## src/rtl/pe_pkg.sv

```systemverilog
// Shared definitions for the sequential priority scanner: state encoding and
// the ceil-log2 helper used to size index outputs.
package pe_pkg;

    typedef enum logic [0:0] {
        ST_IDLE = 1'b0,
        ST_SCAN = 1'b1
    } state_e;

    function automatic int clog2(input int value);
        int res;
        int rem;
        res = 0;
        rem = value - 1;
        while (rem > 0) begin
            res = res + 1;
            rem = rem >> 1;
        end
        return res;
    endfunction

endpackage

```

## src/rtl/pe_core.sv

```systemverilog
// Combinational priority encoder: index of the highest (MSB_FIRST=1) or lowest
// (MSB_FIRST=0) set bit of vec_i, plus an any-bit-set flag.
module pe_core #(
    parameter int WIDTH     = 32,
    parameter int IDXW      = 5,
    parameter bit MSB_FIRST = 1'b1
) (
    input  logic [WIDTH-1:0] vec_i,
    output logic [IDXW-1:0]  idx_o,
    output logic             any_o
);

    // Later loop iterations overwrite earlier ones, so scan toward the winning end.
    always_comb begin
        idx_o = '0;
        any_o = |vec_i;
        if (MSB_FIRST) begin
            for (int i = 0; i < WIDTH; i++) begin
                idx_o = vec_i[i] ? IDXW'(i) : idx_o;
            end
        end else begin
            for (int i = WIDTH - 1; i >= 0; i--) begin
                idx_o = vec_i[i] ? IDXW'(i) : idx_o;
            end
        end
    end

endmodule

```

## src/rtl/pe_scan.sv

```systemverilog
// Sequential priority scanner: accepts a request vector and emits the index of
// each set bit, one per output handshake, clearing each bit as it is granted.
module pe_scan
    import pe_pkg::*;
#(
    parameter int WIDTH     = 32,
    parameter int IDXW      = clog2(WIDTH),
    parameter bit MSB_FIRST = 1'b1
) (
    input  logic             clk,
    input  logic             reset,
    input  logic             flush,
    input  logic             in_valid,
    output logic             in_ready,
    input  logic [WIDTH-1:0] in_vec,
    output logic             out_valid,
    input  logic             out_ready,
    output logic [IDXW-1:0]  out_idx,
    output logic             out_last,
    output logic [IDXW:0]    remaining,
    output logic             empty
);

    localparam int CW = IDXW + 1;

    state_e           state_q;
    state_e           state_d;
    logic [WIDTH-1:0] pending_q;
    logic [WIDTH-1:0] pending_d;
    logic [CW-1:0]    cnt_q;
    logic [CW-1:0]    cnt_d;
    logic             empty_q;
    logic             empty_d;

    logic [IDXW-1:0]  core_idx_s;
    logic             core_any_s;
    logic             scan_s;
    logic             accept_s;
    logic             beat_s;
    logic             last_s;
    logic [CW-1:0]    vec_pop_s;

    pe_core #(
        .WIDTH     (WIDTH),
        .IDXW      (IDXW),
        .MSB_FIRST (MSB_FIRST)
    ) u_core (
        .vec_i (pending_q),
        .idx_o (core_idx_s),
        .any_o (core_any_s)
    );

    // flush blocks both handshakes in the cycle it is asserted.
    assign scan_s   = (state_q == ST_SCAN) && core_any_s;
    assign accept_s = in_valid && (state_q == ST_IDLE) && !flush;
    assign beat_s   = scan_s && out_ready && !flush;
    assign last_s   = scan_s && (cnt_q == CW'(1));

    // State register.
    always_ff @(posedge clk) begin
        if (reset) begin
            state_q <= ST_IDLE;
        end else begin
            state_q <= state_d;
        end
    end

    // Next-state logic; an empty pending register in SCAN falls back to IDLE.
    always_comb begin
        state_d = state_q;
        case (state_q)
            ST_IDLE: begin
                if (accept_s && (in_vec != '0)) begin
                    state_d = ST_SCAN;
                end else begin
                    state_d = ST_IDLE;
                end
            end
            ST_SCAN: begin
                if (flush || !core_any_s) begin
                    state_d = ST_IDLE;
                end else if (beat_s && last_s) begin
                    state_d = ST_IDLE;
                end else begin
                    state_d = ST_SCAN;
                end
            end
            default: state_d = ST_IDLE;
        endcase
    end

    // Output decode; index, last and count are forced to zero outside SCAN.
    always_comb begin
        in_ready  = 1'b0;
        out_valid = 1'b0;
        out_idx   = '0;
        out_last  = 1'b0;
        remaining = '0;
        empty     = empty_q;
        case (state_q)
            ST_IDLE: begin
                in_ready = 1'b1;
            end
            ST_SCAN: begin
                out_valid = scan_s;
                out_idx   = scan_s ? core_idx_s : '0;
                out_last  = last_s;
                remaining = scan_s ? cnt_q : '0;
            end
            default: begin
                in_ready = 1'b0;
            end
        endcase
    end

    // Population count of the incoming vector, loaded into the beat counter.
    always_comb begin
        vec_pop_s = '0;
        for (int i = 0; i < WIDTH; i++) begin
            vec_pop_s = vec_pop_s + CW'(in_vec[i]);
        end
    end

    // Pending vector, remaining count and zero-vector pulse next state.
    always_comb begin
        pending_d = pending_q;
        cnt_d     = cnt_q;
        empty_d   = 1'b0;
        if (flush) begin
            pending_d = '0;
            cnt_d     = '0;
        end else if (accept_s) begin
            pending_d = in_vec;
            cnt_d     = vec_pop_s;
            empty_d   = (in_vec == '0);
        end else if (beat_s) begin
            pending_d = pending_q & ~(WIDTH'(1) << core_idx_s);
            cnt_d     = cnt_q - CW'(1);
        end else begin
            pending_d = pending_q;
            cnt_d     = cnt_q;
        end
    end

    // Datapath registers.
    always_ff @(posedge clk) begin
        if (reset) begin
            pending_q <= '0;
            cnt_q     <= '0;
            empty_q   <= 1'b0;
        end else begin
            pending_q <= pending_d;
            cnt_q     <= cnt_d;
            empty_q   <= empty_d;
        end
    end

endmodule

```

## config.mk

```make
export PLATFORM = sky130hd
export DESIGN_NAME = pe_scan
export DESIGN_NICKNAME = d
export VERILOG_FILES = /design/src/rtl/pe_pkg.sv /design/src/rtl/pe_core.sv /design/src/rtl/pe_scan.sv
export SDC_FILE = /design/constraint.sdc
export NUM_CORES = 1
export LEC_CHECK = 0
export ABC_AREA = 0
export BUFFER_PORTS_ARGS = -buffer_cell sky130_fd_sc_hd__buf_2
export CAP_MARGIN = 20
export CORE_MARGIN = 2
export CORE_UTILIZATION = 25
export DETAILED_ROUTE_END_ITERATION = 16
export SLEW_MARGIN = 10
export SYNTH_ARGS = -nofsm -noshare
export SYNTH_HDL_FRONTEND = slang
export SYNTH_HIERARCHICAL = 1
export SYNTH_SLANG_ARGS = --single-unit
```

## constraint.sdc

```tcl
create_clock -name clk -period 5.1 [get_ports clk]
set_clock_uncertainty 0.2 [all_clocks]
set_input_delay 0.765 -clock clk [delete_from_list [all_inputs] [get_ports clk]]
set_output_delay 0.765 -clock clk [all_outputs]
set_load 0.03 [all_outputs]
```

# After elaboration in Yosys (flattened, before gate mapping)
# Cells that the tools add are included.
[op_classes] add_sub_neg=32 eq_ne=1 n_shift=1 n_mux=46 n_bitwise=4 n_reduce_logical=17
[ops] operator="5-bit 2-to-1 mux" n=32
[ops] operator="6-bit by 1-bit adder with 6-bit output" n=26
[ops] operator="32-bit 2-to-1 mux" n=2
[ops] operator="32-bit bitwise AND" n=1
[ops] operator="32-bit zero test" n=1
[ops] operator="32-bit NOT" n=1
[ops] operator="32-bit nonzero test" n=1
[ops] operator="32-bit OR reduction" n=1
[ops] operator="1-bit by 5-bit left shift with 32-bit output (first input constant)" n=1
[ops] operator="6-bit 2-to-1 mux" n=4
[ops] operator="1-bit logical AND" n=8
[ops] operator="1-bit 2-to-1 mux" n=7
[ops] operator="5-bit by 1-bit adder with 6-bit output" n=1
[ops] operator="6-bit by 1-bit equality test with 1-bit output (second input constant)" n=1
[ops] operator="6-bit by 1-bit subtractor with 6-bit output (second input constant)" n=1
[ops] operator="4-bit by 1-bit adder with 5-bit output" n=1
[ops] operator="3-bit by 1-bit adder with 4-bit output" n=1
[ops] operator="2-bit by 1-bit adder with 3-bit output" n=1
[ops] operator="3-bit OR reduction" n=1
[ops] operator="1-bit by 1-bit adder with 2-bit output" n=1
[ops] operator="1-bit zero test" n=2
[ops] operator="1-bit NOT" n=2
[ops] operator="1-bit case mux with 2 select lines" n=1
[ops] operator="2-bit nonzero test" n=1
[ops] operator="other kinds (2)" n=2
[word_totals] ff_bits=40 in_bits=37 output_inout_bits=15 elab_cells=105

# Longest topological paths before layout
[logic_depth] depth_word=36 depth_mapped=16 depth_no_buf=16

# Modules after synthesis
# The synthesis kept the hierarchy.
[by_module_without_submodules] mod="pe_scan" n_inst=1 cells_each=289 area_each_um2=2693.8 seq_area_each_um2=800.8
[by_module_without_submodules] mod="pe_core" n_inst=1 cells_each=62 area_each_um2=366.6 seq_area_each_um2=0.0

# Worst setup path before layout
# OpenSTA, ideal clock, no wires.
[synth_timing] path_kind="input-to-reg" from="in in_vec[23]" to="reg cnt_q[4]" setup_ns=0.075 arrival_ns=4.816 required_time_ns=4.825 path_slack_ns=0.009 cell_stages=16 n_path_buf=0 cell_sequence="inv_1 > fa_1 > fa_1 > fa_1 > fa_1 > fa_1 > fa_1 > inv_1 > ha_1 > inv_1 > fa_1 > inv_1 > a21o_1 > a21oi_1 > xor2_1 > o22ai_1"
[synth_via] elab_chain_cells=10
[synth_lines] item="start: declaration" line_no="pe_scan.sv:15" source="input logic [WIDTH-1:0] in_vec,"
[synth_lines] item="6-bit by 1-bit adder with 6-bit output (9 in a row)" line_no="pe_scan.sv:120" source="vec_pop_s = vec_pop_s + CW'(in_vec[i]);"
[synth_lines] item="6-bit 2-to-1 mux" line_no="pe_scan.sv:132" source="end else if (accept_s) begin"
[synth_lines] item="end signal: assignment" line_no="pe_scan.sv:153" source="cnt_q <= cnt_d;"
[synth_lines] item="end: declaration" line_no="pe_scan.sv:30" source="logic [CW-1:0] cnt_q;"
# No other way between the ends.
# A chain may end at the register's enable or synchronous reset.

# Final worst setup path
[layout_timing] from="in in_vec[7]" to="reg cnt_q[1]"
[layout_via] elab_chain_cells=26
[layout_lines] item="6-bit by 1-bit adder with 6-bit output (25 in a row)" line_no="pe_scan.sv:120"
[layout_lines] item="6-bit 2-to-1 mux" line_no="pe_scan.sv:132"
# No other way between the ends.

==> results.sh <==
export IMPL_run_status="completed"
export IMPL_portBuffers=51
export IMPL_slew_viol_final=0
export IMPL_drv_cap=0
export IMPL_cts_buffers=5
export IMPL_r2r_slack_ns=1.96
export IMPL_routed_wl_microns=9530
export IMPL_timing_slew_headroom_pct=37.8
export IMPL_vdd_ir_drop_worst_mv=0.298
export IMPL_fp_row_count=40
export IMPL_die_area_sq_um=13100
export IMPL_cp_end_kind="flip-flop"
export IMPL_synthTopCellsByArea="dfxtp_1 26%, fa_1 16%, o221ai_1 9.4%, inv_1 6.6%, a21oi_1 5.6%"
export IMPL_critPathKind="input port to flip-flop"
export IMPL_fin_crit_sh_pct=99.0
export IMPL_routedWlPerCell_microns=17.0
export IMPL_finalSetupViolCount=0
export IMPL_yosysMostFrequentCell="inv_1"
export IMPL_rr_worst_depth=8
export IMPL_syn_area_per_cell_sq_um=8.72
export IMPL_final_nets=485
export IMPL_coreArea_sq_um=12000
export IMPL_drc=0
export IMPL_worst_pin_slew_ns=0.930
export IMPL_synth_edf_count=0
export IMPL_worstPathArrival_ns=5.07
export IMPL_timing_final_crit_period_ns=5.05
export IMPL_antenna_found_initial=0
export IMPL_synth_top_area_share_pct=26.2
export IMPL_worstReg2RegStart="pending_q[24]$_SDFFE_PP0P_"
export IMPL_insertion_delay_ns=0.28
export IMPL_grt_usage_pct=15.1
export IMPL_synth_cell_types=53
export IMPL_rsz0062_at_grt="true"
export IMPL_synth_area_sq_um=3060
export IMPL_grt_pass1_wl_microns=15300
export IMPL_die_height_microns=115
export IMPL_drtIter0Drc=218
export IMPL_finalPower_mw=1.63
export IMPL_cts_root_buf="clkbuf_16"
export IMPL_yosys_warnings=6
export IMPL_r2r_end="pending_q[25]$_SDFFE_PP0P_"
export IMPL_start_util_pct=25.6
export IMPL_postCtsSetupBuffers=0
export IMPL_syn_to_final_growth_pct=23.5
export IMPL_seq_area_frac_synth_pct=26.2
export IMPL_fin_tns_setup_ns=0
export IMPL_fmax_mhz=198
export IMPL_crit_path_start="in_vec[7]"
export IMPL_dieWidth_microns=115
export IMPL_yosys_top_cells_count="54 x inv_1, 40 x dfxtp_1, 34 x a21oi_1"
export IMPL_cts_sinks=40
export IMPL_clockBufferDepth=2
export IMPL_fin_hold_ws_ns=0.345
export IMPL_antenna_cells=0
export IMPL_io_pin_count=52
export IMPL_pre_cts_slack_ns=-0.326
export IMPL_overflow=0
export IMPL_ys_async_sr_fraction_pct=0
export IMPL_drtPass1Iterations=5
export IMPL_power_density_nw_per_um2=433
export IMPL_viasPerCell=5.22
export IMPL_cts_tree="built"
export IMPL_first_global_vias=3004
export IMPL_yosys_area_top_type="dfxtp_1"
export IMPL_critPathMaxFanout=2
export IMPL_vias=2933
export IMPL_endpoint="cnt_q[1]$_SDFFE_PP0P_"
export IMPL_dp_hpwl_microns=7260
export IMPL_syn_inst=351
export IMPL_hold_class="flip-flop to flip-flop"
export IMPL_fin_ws_ns=0.0517
export IMPL_cts_max_level=2
export IMPL_leakage_nw=1.65
export IMPL_ant_nets=0
export IMPL_hold_viol_final=0
export IMPL_fin_util_pct=31.6
export IMPL_synth_nets=422
export IMPL_grt_start_max_net_pins=39
export IMPL_cts_reportedPaths_clkPinSlew_ns=0.06
export IMPL_drive_gt1_share_pct=27.7
export IMPL_gp_congestion=0.944
export IMPL_crit_path_start_kind="input port"
export IMPL_synth_seq_cells=40
export IMPL_required_ns=5.12
export IMPL_synthFlopType="dfxtp_1"
## stage by stage
stage,instance area [sq um],instances
3_5_place_dp,3580,554
4_1_cts,3740,562
3_3_place_gp,3580,554
2_1_floorplan,3060,351
5_1_grt,3780,562
6_report,3780,562
## flip-flops by register name, summed over array words and instances, names as in the netlist
name	cells
cnt_q	6
empty	1
pending_q	32
state_q	1
## report_power, final
group / switching [mW] / internal [mW]
sequential: 0.0224 / 0.331
combinational: 0.495 / 0.474
clock: 0.133 / 0.180
total: 0.650 / 0.985
## worst max-delay path, cell delays in order
cell     delay, ns
buf_2         0.09
inv_1         0.05
fa_1          0.58
fa_1          0.46
fa_1          0.52
fa_1          0.45
fa_1          0.52
fa_1          0.43
inv_1         0.07
ha_2          0.18
inv_2         0.04
fa_2          0.45
or3_1         0.35
a21oi_1       0.12
## worst min-delay path by stage
stage                                end  depth (start not counted)  slack (ns)                      start
2_1_floorplan  pending_q[0]$_SDFFE_PP0P_                          2        0.31  pending_q[0]$_SDFFE_PP0P_
3_3_place_gp   pending_q[0]$_SDFFE_PP0P_                          2        0.33  pending_q[0]$_SDFFE_PP0P_
3_5_place_dp   pending_q[0]$_SDFFE_PP0P_                          2        0.34  pending_q[0]$_SDFFE_PP0P_
4_1_cts        pending_q[0]$_SDFFE_PP0P_                          2        0.35  pending_q[0]$_SDFFE_PP0P_
5_1_grt        pending_q[0]$_SDFFE_PP0P_                          2        0.37  pending_q[0]$_SDFFE_PP0P_
6_report       pending_q[0]$_SDFFE_PP0P_                          2        0.35  pending_q[0]$_SDFFE_PP0P_
## layout make-up
cell class              instances  area [sq um]
clock inverters                 3          18.8
well taps                     147           184
inverters                      55           209
clock buffers                   5           125
fillers                      1215          8180
flip-flops and latches         40           801
multi-input cells             241          1990
repair buffers                 71           447
## repair_timing
action                                 CTS  global route
endpoints found under the hold margin    0             0
pin swaps                                0             2
gates cloned                             0             0
hold buffers                             0             0
resized for setup                        7            13
setup endpoints to repair                3             4
## cells in the final DEF (no fill, tap or decap), types with 3 or more instances in the layout
cell type / n
nand3_1: 4
o221ai_1: 33
nor4_1: 9
buf_6: 5
buf_2: 45
and3_1: 12
nand2b_1: 4
nor3_2: 4
fa_1: 22
xnor2_1: 4
clkbuf_16: 5
inv_2: 8
nor3_1: 8
o21ai_1: 3
nand2_1: 10
a21oi_2: 8
buf_4: 20
or4_1: 3
o21ai_0: 5
dfxtp_1: 40
a21oi_1: 34
nor2_1: 24
ha_1: 9
inv_1: 46
nand4_1: 3
## cell families (layout without fill, tap and decap cells)
family          Yosys count  after routing  share of synthesized area [%]
compound gates           99             99                           22.7
xor+xnor                  7              7                           2.00
flops                    40             40                           26.2
simple gates            101            101                           20.1
fa+ha+maj                34             34                           19.8
buf+inv                  70            134                           9.24
## per-layer routing
| layer | vias to the layer above | GRT usage (%) | routed length (microns) |
|---|---|---|---|
| met5 | - | 0 | 0 |
| met4 | 0 | 3.74 | 146 |
| met3 | 13 | 3.02 | 573 |
| met2 | 102 | 26.4 | 4760 |
| met1 | 1427 | 19.1 | 4050 |
| li1 | 1391 | - | - |
(Power assumes the default switching activity.)
